`src/rtl/tdm_ws_ctrl.sv`:
```
// tdm_ws_ctrl: TDM frame controller that generates (master) or tracks (slave) word select
// and maintains slot/bit counters; all state advances on the falling edge of the bit clock.
module tdm_ws_ctrl #(
    parameter int MAX_SLOTS = 8,
    parameter int MAX_BITS  = 32
) (
    input  logic                         clk,
    input  logic                         rst_,
    input  logic                         master,
    input  logic                         en,
    input  logic                         ready,
    input  logic                         stop,
    input  logic [1:0]                   fmt,
    input  logic [$clog2(MAX_SLOTS)-1:0] slots_m1,
    input  logic [$clog2(MAX_BITS)-1:0]  bits_m1,
    input  logic                         ws_in,
    output logic                         ws_out,
    output logic                         active,
    output logic [$clog2(MAX_SLOTS)-1:0] slot_idx,
    output logic [$clog2(MAX_BITS)-1:0]  bit_idx,
    output logic                         slot_req,
    output logic                         frame_start,
    output logic                         sync_err,
    output logic                         cfg_err
);
    localparam int SW = $clog2(MAX_SLOTS);
    localparam int BW = $clog2(MAX_BITS);

    typedef enum logic {IDLE, ACTIVE} state_t;

    state_t        state, state_n;
    logic          mode, mst, ws_d, latch, ws_n;
    logic [1:0]    sh_fmt, cur_fmt, nx_fmt;
    logic [SW-1:0] sh_slots, nx_slots, slot_n;
    logic [BW-1:0] sh_bits, bit_n;
    logic [SW:0]   half, nx_half;
    logic          bad_in, start, slot_end, fend, lvl_err;

    assign active      = state == ACTIVE;
    assign mst         = active ? mode : master;
    assign bad_in      = fmt == 2'd3 || (!fmt[1] && !slots_m1[0]);
    assign cfg_err     = !active && bad_in;
    assign cur_fmt     = active ? sh_fmt : fmt;
    assign start       = !stop && (cur_fmt == 2'd0 ? ws_d && !ws_in : !ws_d && ws_in);
    assign slot_end    = bit_idx == sh_bits;
    assign fend        = active && slot_end && slot_idx == sh_slots;
    assign half        = ({1'b0, sh_slots} + 1'b1) >> 1;
    // Slave expects the second-half level on the first bit of slot S/2 in I2S/MSB.
    assign lvl_err     = !sh_fmt[1] && {1'b0, slot_idx} == half && bit_idx == '0 &&
                         ws_in != (sh_fmt == 2'd0);
    assign slot_req    = active && !stop && bit_idx == '0;
    assign frame_start = slot_req && slot_idx == '0;
    assign sync_err    = active && !stop && !mst && ((start && !fend) || lvl_err);

    always_comb begin
        state_n = state;
        slot_n  = slot_idx;
        bit_n   = bit_idx;
        latch   = 1'b0;
        if (!stop) begin
            if (!active) begin
                if (!bad_in && (mst ? en && ready : start)) begin
                    state_n = ACTIVE;
                    slot_n  = '0;
                    bit_n   = '0;
                    latch   = 1'b1;
                end
            end else if (fend) begin
                latch   = 1'b1;
                slot_n  = '0;
                bit_n   = '0;
                state_n = (!bad_in && (mst ? en && ready : start)) ? ACTIVE : IDLE;
            end else if (!mst && start) begin
                slot_n = '0;
                bit_n  = '0;
            end else if (slot_end) begin
                slot_n = slot_idx + 1'b1;
                bit_n  = '0;
            end else begin
                bit_n = bit_idx + 1'b1;
            end
        end
    end

    // ws_out is registered, so it is derived from the counters and format of the next cycle.
    assign nx_fmt   = latch ? fmt : sh_fmt;
    assign nx_slots = latch ? slots_m1 : sh_slots;
    assign nx_half  = ({1'b0, nx_slots} + 1'b1) >> 1;

    always_comb begin
        ws_n = fmt == 2'd0;
        if (stop)
            ws_n = ws_out;
        else if (mst && state_n == ACTIVE)
            ws_n = nx_fmt == 2'd2 ? (slot_n == '0 && bit_n == '0)
                                  : (({1'b0, slot_n} >= nx_half) ^ nx_fmt[0]);
    end

    always_ff @(negedge clk or negedge rst_) begin
        if (!rst_) begin
            state    <= IDLE;
            mode     <= 1'b0;
            slot_idx <= '0;
            bit_idx  <= '0;
            ws_out   <= 1'b0;
            ws_d     <= 1'b0;
            sh_fmt   <= 2'd0;
            sh_slots <= SW'(1);
            sh_bits  <= '1;
        end else begin
            state    <= state_n;
            mode     <= mst;
            slot_idx <= slot_n;
            bit_idx  <= bit_n;
            ws_out   <= ws_n;
            ws_d     <= ws_in;
            if (latch) begin
                sh_fmt   <= fmt;
                sh_slots <= slots_m1;
                sh_bits  <= bits_m1;
            end
        end
    end
endmodule
```
`config.mk`:
```
export PLATFORM = sky130hd
export DESIGN_NAME = tdm_ws_ctrl
export DESIGN_NICKNAME = d
export VERILOG_FILES = /design/src/rtl/tdm_ws_ctrl.sv
export SDC_FILE = /design/constraint.sdc
export NUM_CORES = 1
export LEC_CHECK = 0
export BUFFER_PORTS_ARGS = -buffer_cell sky130_fd_sc_hd__buf_2
export CAP_MARGIN = 30
export CORE_MARGIN = 2
export CORE_UTILIZATION = 39
export CTS_CLUSTER_DIAMETER = 150
export DETAILED_ROUTE_END_ITERATION = 8
export PLACE_DENSITY_LB_ADDON = 0.1
export SLEW_MARGIN = 20
export SYNTH_ARGS = -nofsm -noshare
export SYNTH_HDL_FRONTEND = slang
export SYNTH_SLANG_ARGS = --single-unit
```
`constraint.sdc`:
```
create_clock -name clk -period 8.3 [get_ports clk]
set_input_delay 1.245 -clock clk [delete_from_list [all_inputs] [get_ports clk]]
set_output_delay 1.245 -clock clk [all_outputs]
set_load 0.01 [all_outputs]
```
==> results.toml <==
[cts]
clock_latency_ns = 0.33
h-tree-depth = 1
cts_buffer_depth = 2
cts_tree = "yes"
cts.sinks = 22
post-cts-setup-buffers = 0
cts_buffers = 3
clk_pin_slew_ns = 0.06
cts-root-buf = "clkbuf_8"
cts_hold_buf = 0

[sta]
fin_tns_setup_ns = -0.0382
worst_pin_slew_ns = 0.563
setup_ws_ns = -0.0382
fin_skew_ns = 0.0599
finalHoldViolations = 0
finalMaxSlewViolations = 0
rsz0062_at_grt = "yes"
finalSetupViolCount = 1
relSlewSlack_pct = 62.5

[run]
drv_cap = 0

[critical_path]
crit_type = "primary input to register"
r2r_slack_ns = 4.23
crit_chain = "buf_6 -> mux2i_4 -> inv_2 -> or3_4 -> o21a_1 -> a211oi_2 -> a21boi_2 -> mux2_4 -> ha_4 -> xor2_1 -> ha_1 -> a21o_1 -> a21o_1 -> mux2i_1 -> mux2i_1 -> nor4_1 -> a21oi_1"
slowest_delay_ns = 0.33
worstRegToRegCells = 16
path_max_fanout = 4
worstPathRequired_ns = 4.26
cp.arrival_ns = 4.30
cp_slowest_cell = "or3_4"
crit_start = "master"
startpoint_type = "primary input"
r2r-start = "active"
cp_top_family = "compound AO/OA/AOI/OAI gates"
cp-end-kind = "register"
cp_num_buf_inv = 2
r2r-end = "ws_out"

[floorplanning]
initial_core_util_pct = 41.5
die_w_um = 67.1
die_y_um = 67.1
ios = 31
die-area_mm2 = 0.00450
rows = 22
core_area_mm2 = 0.00374

[status]
status = "finished, violations left"
violations = "negative setup slack"

[hold_path]
hp-start = "bit_idx[0]"
hold_path.class = "register to register"
whs_endpoint = "bit_idx[0]"
whs_path_depth = 2

[power_and_ir_drop]
p_clk_share_pct = 11.4
ir_worst_vdd_mv = 0.196
leakage_nw = 0.977
p_per_area_mw_per_mm2 = 356
internal-power_w = 0.000431
power_frac_seq_pct = 32.8
sw_frac_of_total_pct = 41.2
power_frac_comb_pct = 55.9
p_sw_w = 0.000301

[cells_and_area]
area_growth_pct = 32.3
final_util_pct = 54.9
final_common_cell = "buf_2"
nNetsFinal = 245
final_cell_mix = "29 x buf_2, 24 x buf_4, 16 x dfrtn_1"
nFillCells = 368
layout.cells.non_filler = 266
antenna-diode-count = 0
drive_gt1_share_pct = 39.4

[synthesis]
synthMuxAreaShare_pct = 12.7
yosys.area_share.xor_xnor_pct = 7.90
syn_avg_cell_area_um2 = 9.83
synth_area_mm2 = 0.00155
syn_inst = 158
ys_seq_area_share_pct = 35.9
synthAdderAreaFrac_pct = 7.25
synth_edf_count = 0
syn-num-nets = 184
synth_ff_type = "dfrtn_1"
ys_seq_elements = 22
yosysWarnings = 0
ys_async_sr_fraction_pct = 100
synth_top_family_by_area = "simple AND/OR/NAND/NOR gates"
synth_compound_area_share_pct = 13.0
synth_cell_types = 44
synth-simple-area-share_pct = 19.7

[placement]
gp_congestion = 0.840
dp_hpwl_um = 3290
place_ws_ns = -0.413
portBuffers = 30
post-place-cells = 257

[drt]
postRouteAntennaNets = 0
drtIter0Drc = 74
drt_wl_total_um = 4020
vias = 1431
routed_via_density = 5.38
wl_per_cell_um = 15.1
drcViolationCount = 0
dr.pass1.iters = 4

[grt]
grt_remaining_overflow = 0
grt_pass1_vias = 1386
grtUsageTotal_pct = 19.5
antenna_found_initial = 0
grt_pass1_wl_um = 6540
grt_max_degree = 23
power groups by stage:
stage                      clock [W]  sequential, W  combinational (W)
after floorplan           0.00000523       0.000225           0.000283
after global placement    0.00000523       0.000238           0.000401
after detailed placement  0.00000523       0.000240           0.000411
after CTS                  0.0000856       0.000238           0.000412
after global routing       0.0000945       0.000249           0.000453
final                      0.0000831       0.000240           0.000409
worst max-delay path by stage:
stage,cells past startpoint,end,slack [ns]
CTS,17,ws_out,-0.05
detailed placement,17,ws_out,-0.41
global placement,17,ws_out,-0.30
finish,17,ws_out,-0.04
floorplan,17,ws_out,-0.29
global route,17,ws_out,-0.23
cell families (layout without fill, tap and decap cells):
family,after synthesis,after routing
AOI/OAI and AO/OA,29,29
xor gates and xnor gates,14,14
adders and majority gates,9,9
buffers and inverters,14,74
DFF,22,22
muxes,18,18
and+or+nand+nor,52,52
sequential cells by signal (all words and copies together), names as in the netlist:
name      count
active        1
bit_idx       5
mode          1
sh_bits       5
sh_fmt        2
sh_slots      3
slot_idx      3
ws_d          1
ws_out        1
metal layers:
metal	GRT usage (%)	share of wire, %
met5	0	0
met4	3.83	0.35
met3	2.70	5.7
met2	32.1	47
met1	27.4	47
final cells by class:
class	instances	area (µm²)	share of cell area (%)
Clock buffer	3	41.3	2.01
Clock inverter	7	28.8	1.40
Inverter	10	37.5	1.83
Multi-Input combinational cell	122	992	48.3
Sequential cell	22	558	27.2
Tap cell	48	60.1	2.92
Timing Repair Buffer	54	337	16.4
Yosys cell counts, types with 5 or more instances:
cell / number / share of area (%)
ha_1: 9 / 7.3
dfstp_2: 6 / 10
mux2i_1: 6 / 3.9
mux2_2: 11 / 8.0
dfrtn_1: 16 / 26
inv_1: 10 / 2.4
nand3_1: 9 / 2.9
nand2b_1: 6 / 2.4
xnor2_1: 10 / 5.6
nor2_1: 8 / 1.9
a21oi_1: 5 / 1.6
tightest hold or removal path, stage by stage (launching register included):
cell and delay, ns:
dfrtn_1 0.43, inv_1 0.12, mux2_2 0.16
timing repair:
item,CTS,global route
resized for setup,1,1
pin swaps,1,0
endpoints found under the setup margin,1,1
per-stage QoR:
stage | cell area, µm² | power, W | hold WS [ns]
after floorplan | 1610 | 0.000513 | 0.501
after global placement | 1980 | 0.000644 | 0.609
after detailed placement | 1980 | 0.000656 | 0.606
after CTS | 2050 | 0.000736 | 0.611
after global routing | 2050 | 0.000797 | 0.637
final | 2050 | 0.000732 | 0.620
Power figures use the tool's default switching activity.
